$ cat config.mk
export PLATFORM = sky130hd
export DESIGN_NAME = regfile_wb_flat
export DESIGN_NICKNAME = d
export VERILOG_FILES = /design/src/rtl/regfile_wb_if.sv /design/src/rtl/regfile_wb.sv /design/src/flat_wrapper.sv
export SDC_FILE = /design/constraint.sdc
export NUM_CORES = 2
export LEC_CHECK = 0
export ABC_AREA = 1
export CAP_MARGIN = 0
export CORE_AREA = 2 2 462 464
export DETAILED_ROUTE_END_ITERATION = 12
export DIE_AREA = 0 0 464 466
export GPL_TIMING_DRIVEN = 0
export PLACE_DENSITY = 0.46
export SETUP_SLACK_MARGIN = 0.1
export SYNTH_ARGS = -nofsm -noshare
export SYNTH_HDL_FRONTEND = slang
export SYNTH_SLANG_ARGS = --single-unit
$ cat constraint.sdc
create_clock -name Clk -period 2.3 [get_ports Clk]
set_input_delay 0.575 -clock Clk [delete_from_list [all_inputs] [get_ports Clk]]
set_output_delay 0.575 -clock Clk [all_outputs]
set_load 0.05 [all_outputs]
$ cat src/rtl/regfile_wb_if.sv
// ============================================================================
// Module      : regfile_wb_if
// Description : Issue/flush/write-back bus between decode and the register file.
// Revision    : 1.0 - initial release
// ============================================================================
`default_nettype none

interface regfile_wb_if;
    logic          IssueValid;
    logic          IssueWb;
    logic [4:0]    IssueDst;
    logic          Flush;
    logic [31:0]   WbData;
    logic [1023:0] Regfile_flat;
    logic [31:0]   RdEx;
    logic [31:0]   RdMem;
    logic [31:0]   RdWb;
    logic          WbWrite;
    logic [4:0]    WbDst;
    logic [15:0]   WrCount;

    modport master (
        output IssueValid, IssueWb, IssueDst, Flush, WbData,
        input  Regfile_flat, RdEx, RdMem, RdWb, WbWrite, WbDst, WrCount
    );

    modport slave (
        input  IssueValid, IssueWb, IssueDst, Flush, WbData,
        output Regfile_flat, RdEx, RdMem, RdWb, WbWrite, WbDst, WrCount
    );
endinterface

`default_nettype wire

$ cat src/rtl/regfile_wb.sv
// ============================================================================
// Module      : regfile_wb
// Description : 32x32 register file with EX/MEM/WB pending-write tracking.
// Revision    : 1.0 - initial release
// ============================================================================
`default_nettype none

module regfile_wb (
    input  wire logic   Clk,
    input  wire logic   Reset,
    regfile_wb_if.slave bus
);
    localparam int          NREGS   = 32;
    localparam int          XLEN    = 32;
    localparam logic [15:0] CNT_MAX = 16'hFFFF;

    logic            ex_v_q,   ex_v_d;
    logic [4:0]      ex_dst_q, ex_dst_d;
    logic            mem_v_q,  mem_v_d;
    logic [4:0]      mem_dst_q, mem_dst_d;
    logic            wb_v_q,   wb_v_d;
    logic [4:0]      wb_dst_q, wb_dst_d;
    logic [15:0]     cnt_q,    cnt_d;
    logic [XLEN-1:0] regs_q [NREGS];

    // Flush kills what would enter EX and MEM; the MEM->WB move is never blocked.
    always_comb begin
        ex_v_d    = bus.IssueValid & bus.IssueWb & (bus.IssueDst != 5'd0) & ~bus.Flush;
        ex_dst_d  = bus.IssueDst;
        mem_v_d   = ex_v_q & ~bus.Flush;
        mem_dst_d = ex_dst_q;
        wb_v_d    = mem_v_q;
        wb_dst_d  = mem_dst_q;
        cnt_d     = cnt_q;
        if (wb_v_q && (cnt_q != CNT_MAX)) begin
            cnt_d = cnt_q + 16'd1;
        end
    end

    always_ff @(posedge Clk or negedge Reset) begin
        if (!Reset) begin
            ex_v_q    <= 1'b0;
            ex_dst_q  <= 5'd0;
            mem_v_q   <= 1'b0;
            mem_dst_q <= 5'd0;
            wb_v_q    <= 1'b0;
            wb_dst_q  <= 5'd0;
            cnt_q     <= 16'd0;
        end else begin
            ex_v_q    <= ex_v_d;
            ex_dst_q  <= ex_dst_d;
            mem_v_q   <= mem_v_d;
            mem_dst_q <= mem_dst_d;
            wb_v_q    <= wb_v_d;
            wb_dst_q  <= wb_dst_d;
            cnt_q     <= cnt_d;
        end
    end

    // A valid entry never carries destination 0, but the guard keeps r0 immune regardless.
    always_ff @(posedge Clk or negedge Reset) begin
        if (!Reset) begin
            for (int i = 0; i < NREGS; i++) begin
                regs_q[i] <= '0;
            end
        end else if (wb_v_q && (wb_dst_q != 5'd0)) begin
            regs_q[wb_dst_q] <= bus.WbData;
        end
    end

    assign bus.RdEx    = ex_v_q  ? (32'd1 << ex_dst_q)  : 32'd0;
    assign bus.RdMem   = mem_v_q ? (32'd1 << mem_dst_q) : 32'd0;
    assign bus.RdWb    = wb_v_q  ? (32'd1 << wb_dst_q)  : 32'd0;
    assign bus.WbWrite = wb_v_q;
    assign bus.WbDst   = wb_v_q ? wb_dst_q : 5'd0;
    assign bus.WrCount = cnt_q;

    generate
        for (genvar i = 0; i < NREGS; i++) begin : g_flat
            assign bus.Regfile_flat[1023-32*i -: 32] = regs_q[i];
        end
    endgenerate
endmodule

`default_nettype wire

$ cat src/flat_wrapper.sv
// flat-port wrapper written by rule: the top's interface ports become plain ports
module regfile_wb_flat 
  (Clk, Reset, bus_IssueValid, bus_IssueWb, bus_IssueDst, bus_Flush, bus_WbData, bus_Regfile_flat, bus_RdEx, bus_RdMem, bus_RdWb, bus_WbWrite, bus_WbDst, bus_WrCount);
  regfile_wb_if bus_i ();
  input  wire logic Clk;
  input  wire logic Reset;
  input wire logic [$bits(bus_i.IssueValid)-1:0] bus_IssueValid;
  input wire logic [$bits(bus_i.IssueWb)-1:0] bus_IssueWb;
  input wire logic [$bits(bus_i.IssueDst)-1:0] bus_IssueDst;
  input wire logic [$bits(bus_i.Flush)-1:0] bus_Flush;
  input wire logic [$bits(bus_i.WbData)-1:0] bus_WbData;
  output wire logic [$bits(bus_i.Regfile_flat)-1:0] bus_Regfile_flat;
  output wire logic [$bits(bus_i.RdEx)-1:0] bus_RdEx;
  output wire logic [$bits(bus_i.RdMem)-1:0] bus_RdMem;
  output wire logic [$bits(bus_i.RdWb)-1:0] bus_RdWb;
  output wire logic [$bits(bus_i.WbWrite)-1:0] bus_WbWrite;
  output wire logic [$bits(bus_i.WbDst)-1:0] bus_WbDst;
  output wire logic [$bits(bus_i.WrCount)-1:0] bus_WrCount;
  assign bus_i.IssueValid = bus_IssueValid;
  assign bus_i.IssueWb = bus_IssueWb;
  assign bus_i.IssueDst = bus_IssueDst;
  assign bus_i.Flush = bus_Flush;
  assign bus_i.WbData = bus_WbData;
  assign bus_Regfile_flat = bus_i.Regfile_flat;
  assign bus_RdEx = bus_i.RdEx;
  assign bus_RdMem = bus_i.RdMem;
  assign bus_RdWb = bus_i.RdWb;
  assign bus_WbWrite = bus_i.WbWrite;
  assign bus_WbDst = bus_i.WbDst;
  assign bus_WrCount = bus_i.WrCount;
  regfile_wb u_core (.Clk(Clk), .Reset(Reset), .bus(bus_i));
endmodule
==> results_tabular.tex <==
\begin{tabular}{lr}
\hline
Metric & Value \\
\hline
\multicolumn{2}{l}{\textbf{Finish}} \\
Total Nets Final & 5283 \\
Total area of multi-input combinational cells & 0.0105 mm\^{}2 \\
Area of all sequential standard cells & 0.0265 mm\^{}2 \\
Number of filler instances in the final layout & 22200 \\
Final instance area & 0.0612 mm\^{}2 \\
Synthesis-to-finish area growth & 59.2\% \\
Share of post-route cells with drive strength above 1 & 35.2\% \\
\multicolumn{2}{l}{\textbf{Timing}} \\
Hold Violations, Final & 136 \\
Tmin final & 2860 ps \\
Part of the cycle the worst path needs & 124\% \\
Setup repair after global routing missed its margin & yes \\
Pins Over Slew Limit & 0 \\
Worst Setup Slack, final & -562 ps \\
Setup Total Neg Slack & -30760 ps \\
Post-Route Skew & 23.8 ps \\
Slew Limit Headroom & 0.645\% \\
Maximum clock frequency & 349 MHz \\
Final count of negative-setup-slack endpoints & 100 \\
Slew @ Worst Pin & 1490 ps \\
Post-Route Hold Slack & -248 ps \\
\multicolumn{2}{l}{\textbf{GRT}} \\
First-pass GRT wire length & 299000 um \\
Antenna violations before repair & 42 \\
Maximum number of pins on one net before global-route repair & 167 \\
Via count of the first global-routing pass & 34600 \\
GR Overflow Total & 0 \\
GR Util All Layers & 19.9\% \\
\multicolumn{2}{l}{\textbf{Synthesis}} \\
Commonest register cell after synthesis & sky130\_fd\_sc\_hd\_\_dfrtp\_1 \\
Netlist Area Pre-Place & 0.0384 mm\^{}2 \\
Yosys reg bits & 1058 \\
Syn\_nets & 3818 \\
Number of warning messages in the yosys log & 0 \\
Number of enable flip-flop cells after synthesis & 0 \\
Fraction of registers with async set or reset after synthesis & 100\% \\
Post-synthesis sequential area ratio & 68.9\% \\
Post-synthesis cell type count & 26 \\
Avg Cell Area, Syn & 10.2 um\^{}2 \\
Gate count of the mapped netlist & 3775 \\
\multicolumn{2}{l}{\textbf{Pwr}} \\
Total power & 52200 uW \\
Power Density & 853 mW/mm\^{}2 \\
Leak pwr & 0.0283 uW \\
Worst supply voltage drop on vdd & 0.000726 V \\
\multicolumn{2}{l}{\textbf{Die}} \\
Die X-Extent & 464 um \\
Initial Util & 18.2\% \\
Die area & 0.216 mm\^{}2 \\
Die Height & 466 um \\
Core ar. & 0.211 mm\^{}2 \\
I/O pins & 1184 \\
Floorplan row count & 169 \\
\multicolumn{2}{l}{\textbf{Worst setup path}} \\
Total buffers and inverters traversed by the critical path & 6 \\
Destination of the worst register-to-register timing path & u\_core.bus.Regfile\_flat[435]\$\_DFFE\_PN0P\_ \\
Reg-to-reg critical path startpoint & u\_core.bus.WbWrite\$\_DFF\_PN0\_ \\
Family of cells with the greatest summed delay on the critical path & buffers and inverters \\
Crit-path max FO & 5 \\
Slowest Stage Delay on Critical Path & 370 ps \\
Category of the critical setup timing path & reg -> out \\
Standard cell with the maximum stage delay on the critical path & sky130\_fd\_sc\_hd\_\_dfrtp\_2 \\
Cell count of the worst reg-to-reg path & 10 \\
Arrival @ worst endpoint & 2290 ps \\
Crit-path most repeated cell & sky130\_fd\_sc\_hd\_\_buf\_12 \\
Cell breakdown of the critical path & buf\_8 -> nand2\_8 -> nor2\_4 -> buf\_12 -> inv\_8 -> nor2\_4 -> buf\_8 -> buf\_12 -> buf\_12 \\
Kind of end point of the critical path & output pin \\
Required arrival time at the worst endpoint & 1730 ps \\
Type of element launching the critical path & register \\
Slack of the worst reg-to-reg path & 160 ps \\
\multicolumn{2}{l}{\textbf{Clock network}} \\
Clock transition at the registers of the reported paths & 60 ps \\
TritonCTS Buffers & 131 \\
Clock tree buffer depth & 3 \\
Htree depth & 4 \\
Count of clock tree sinks & 1058 \\
Clock root cell & sky130\_fd\_sc\_hd\_\_clkbuf\_16 \\
TritonCTS clock tree & done \\
Clock insertion delay at the later pin of the skew report & 790 ps \\
\multicolumn{2}{l}{\textbf{Place}} \\
Cell area after placement & 0.0540 mm\^{}2 \\
Post-placement worst setup slack & -1660 ps \\
Port Buf Inserts & 1183 \\
HPWL reported at the end of detailed placement & 163000 um \\
Gp weighted congestion & 0.855 \\
\multicolumn{2}{l}{\textbf{Run status}} \\
Run status & finished with violations \\
Failing checks & negative hold slack, negative setup slack \\
\multicolumn{2}{l}{\textbf{Detailed routing}} \\
Average wire per standard cell & 27.1 um \\
Routed Wire Length & 222000 um \\
Number of nets with antenna violations after routing & 0 \\
Number of search-and-repair iterations in the first detailed-routing pass & 8 \\
Initial DRC count & 2554 \\
Total via count after detailed routing & 34800 \\
Final routed DRC violation total & 0 \\
Routed vias/inst & 4.25 \\
\multicolumn{2}{l}{\textbf{Run}} \\
Number of maximum-capacitance constraint violations & 0 \\
\multicolumn{2}{l}{\textbf{Min path}} \\
Path class of the lowest-slack min-delay path & in -> async \\
\hline
\end{tabular}
## worst max path at each step
stage                            startpoint                      endpoint  cells after the start
2_1_floorplan  u_core.ex_dst_q[4]$_DFF_PN0_                  bus_RdEx[10]                      4
3_3_place_gp                          Reset  u_core.bus.WbWrite$_DFF_PN0_                      1
3_5_place_dp   u_core.wb_dst_q[3]$_DFF_PN0_                  bus_RdWb[23]                      6
4_1_cts        u_core.wb_dst_q[3]$_DFF_PN0_                  bus_RdWb[23]                      6
5_1_grt        u_core.bus.WbWrite$_DFF_PN0_                  bus_RdWb[15]                      9
6_report       u_core.bus.WbWrite$_DFF_PN0_                  bus_RdWb[15]                      9
## kinds of logic after synthesis
kind of cell	count (synthesis)	synth area share (%)
buffers and inverters	462	5.26
flip-flops	1058	68.9
AO/OA/AOI/OAI	1001	13.0
adder cells (fa/ha/maj)	1	0.0325
XOR/XNOR	4	0.0912
AND/OR/NAND/NOR	1249	12.7
## synthesized netlist by cell type (all sizes together), types with 3 or more instances
library cell | n | area share, %
nand4 | 37 | 0.60
inv | 105 | 1.0
nand3 | 18 | 0.26
clkbuf | 194 | 1.9
nand2 | 963 | 9.4
a21oi | 128 | 1.7
nor3 | 5 | 0.13
xor2 | 3 | 0.068
o21ai | 873 | 11
buf | 163 | 2.3
nor2 | 224 | 2.3
dfrtp | 1058 | 69
## cells in the final DEF, fill, tap and decap left out, types with 14 or more instances in the layout
| master | n |
|---|---|
| sky130_fd_sc_hd__buf_4 | 117 |
| sky130_fd_sc_hd__buf_12 | 29 |
| sky130_fd_sc_hd__clkbuf_8 | 34 |
| sky130_fd_sc_hd__nor2_2 | 23 |
| sky130_fd_sc_hd__inv_1 | 57 |
| sky130_fd_sc_hd__o21ai_1 | 236 |
| sky130_fd_sc_hd__inv_4 | 14 |
| sky130_fd_sc_hd__diode_2 | 16 |
| sky130_fd_sc_hd__clkdlybuf4s50_1 | 40 |
| sky130_fd_sc_hd__clkbuf_16 | 147 |
| sky130_fd_sc_hd__o21ai_0 | 637 |
| sky130_fd_sc_hd__buf_8 | 60 |
| sky130_fd_sc_hd__clkbuf_1 | 161 |
| sky130_fd_sc_hd__clkbuf_2 | 21 |
| sky130_fd_sc_hd__clkbuf_4 | 14 |
| sky130_fd_sc_hd__nand4_1 | 37 |
| sky130_fd_sc_hd__nand2_4 | 14 |
| sky130_fd_sc_hd__nor2_4 | 37 |
| sky130_fd_sc_hd__dfrtp_1 | 1045 |
| sky130_fd_sc_hd__clkdlybuf4s18_2 | 101 |
| sky130_fd_sc_hd__clkdlybuf4s15_2 | 629 |
| sky130_fd_sc_hd__a21oi_1 | 128 |
| sky130_fd_sc_hd__buf_6 | 115 |
| sky130_fd_sc_hd__buf_2 | 404 |
| sky130_fd_sc_hd__nor2_1 | 164 |
| sky130_fd_sc_hd__nand2_1 | 932 |
## registers in the layout, summed over array words and instances (netlist names)
signal / cells
u_core.ex_v_q: 1
u_core.bus.WbWrite: 1
u_core.bus.WrCount: 16
u_core.ex_dst_q: 5
u_core.bus.Regfile_flat: 1024
u_core.mem_v_q: 1
u_core.mem_dst_q: 5
u_core.wb_dst_q: 5
## stage by stage
step	instances	utilization, %
floorplan	3775	-
global placement	7779	25.5
detailed placement	7785	25.6
CTS	8113	28.5
global route	8164	29.0
finish	8175	29.0
## power breakdown
| part | total (uW) | internal [uW] | leakage [uW] | switching [uW] |
|---|---|---|---|---|
| registers | 20800 | 19900 | 0.0100 | 836 |
| logic | 10000 | 2370 | 0.0161 | 7660 |
| clock network | 21400 | 12600 | 0.00215 | 8800 |
## layout make-up
class	count	area share (%)
multi-input cells	2255	17.2
inverters	105	0.955
clock buffers	193	6.23
plain buffers	355	3.86
diodes	16	0.0654
clock inverters	38	1.00
well taps	2821	5.77
repair buffers	1334	21.6
flip-flops and latches	1058	43.3
## timing repair
item                        CTS  global route
hold endpoints to repair    136           136
buffers inserted             94            45
pin swaps                    59            65
cloned                        4             6
setup endpoints to repair  2397           651
resized for setup          4991           245
## routing by layer
| layer | global-route usage [%] | part of all wire [%] |
|---|---|---|
| met1 | 24.5 | 41 |
| met2 | 32.6 | 47 |
| met3 | 6.30 | 8.5 |
| met4 | 7.06 | 3.5 |
| met5 | 0 | 0.013 |
(Power assumes the default switching activity.)
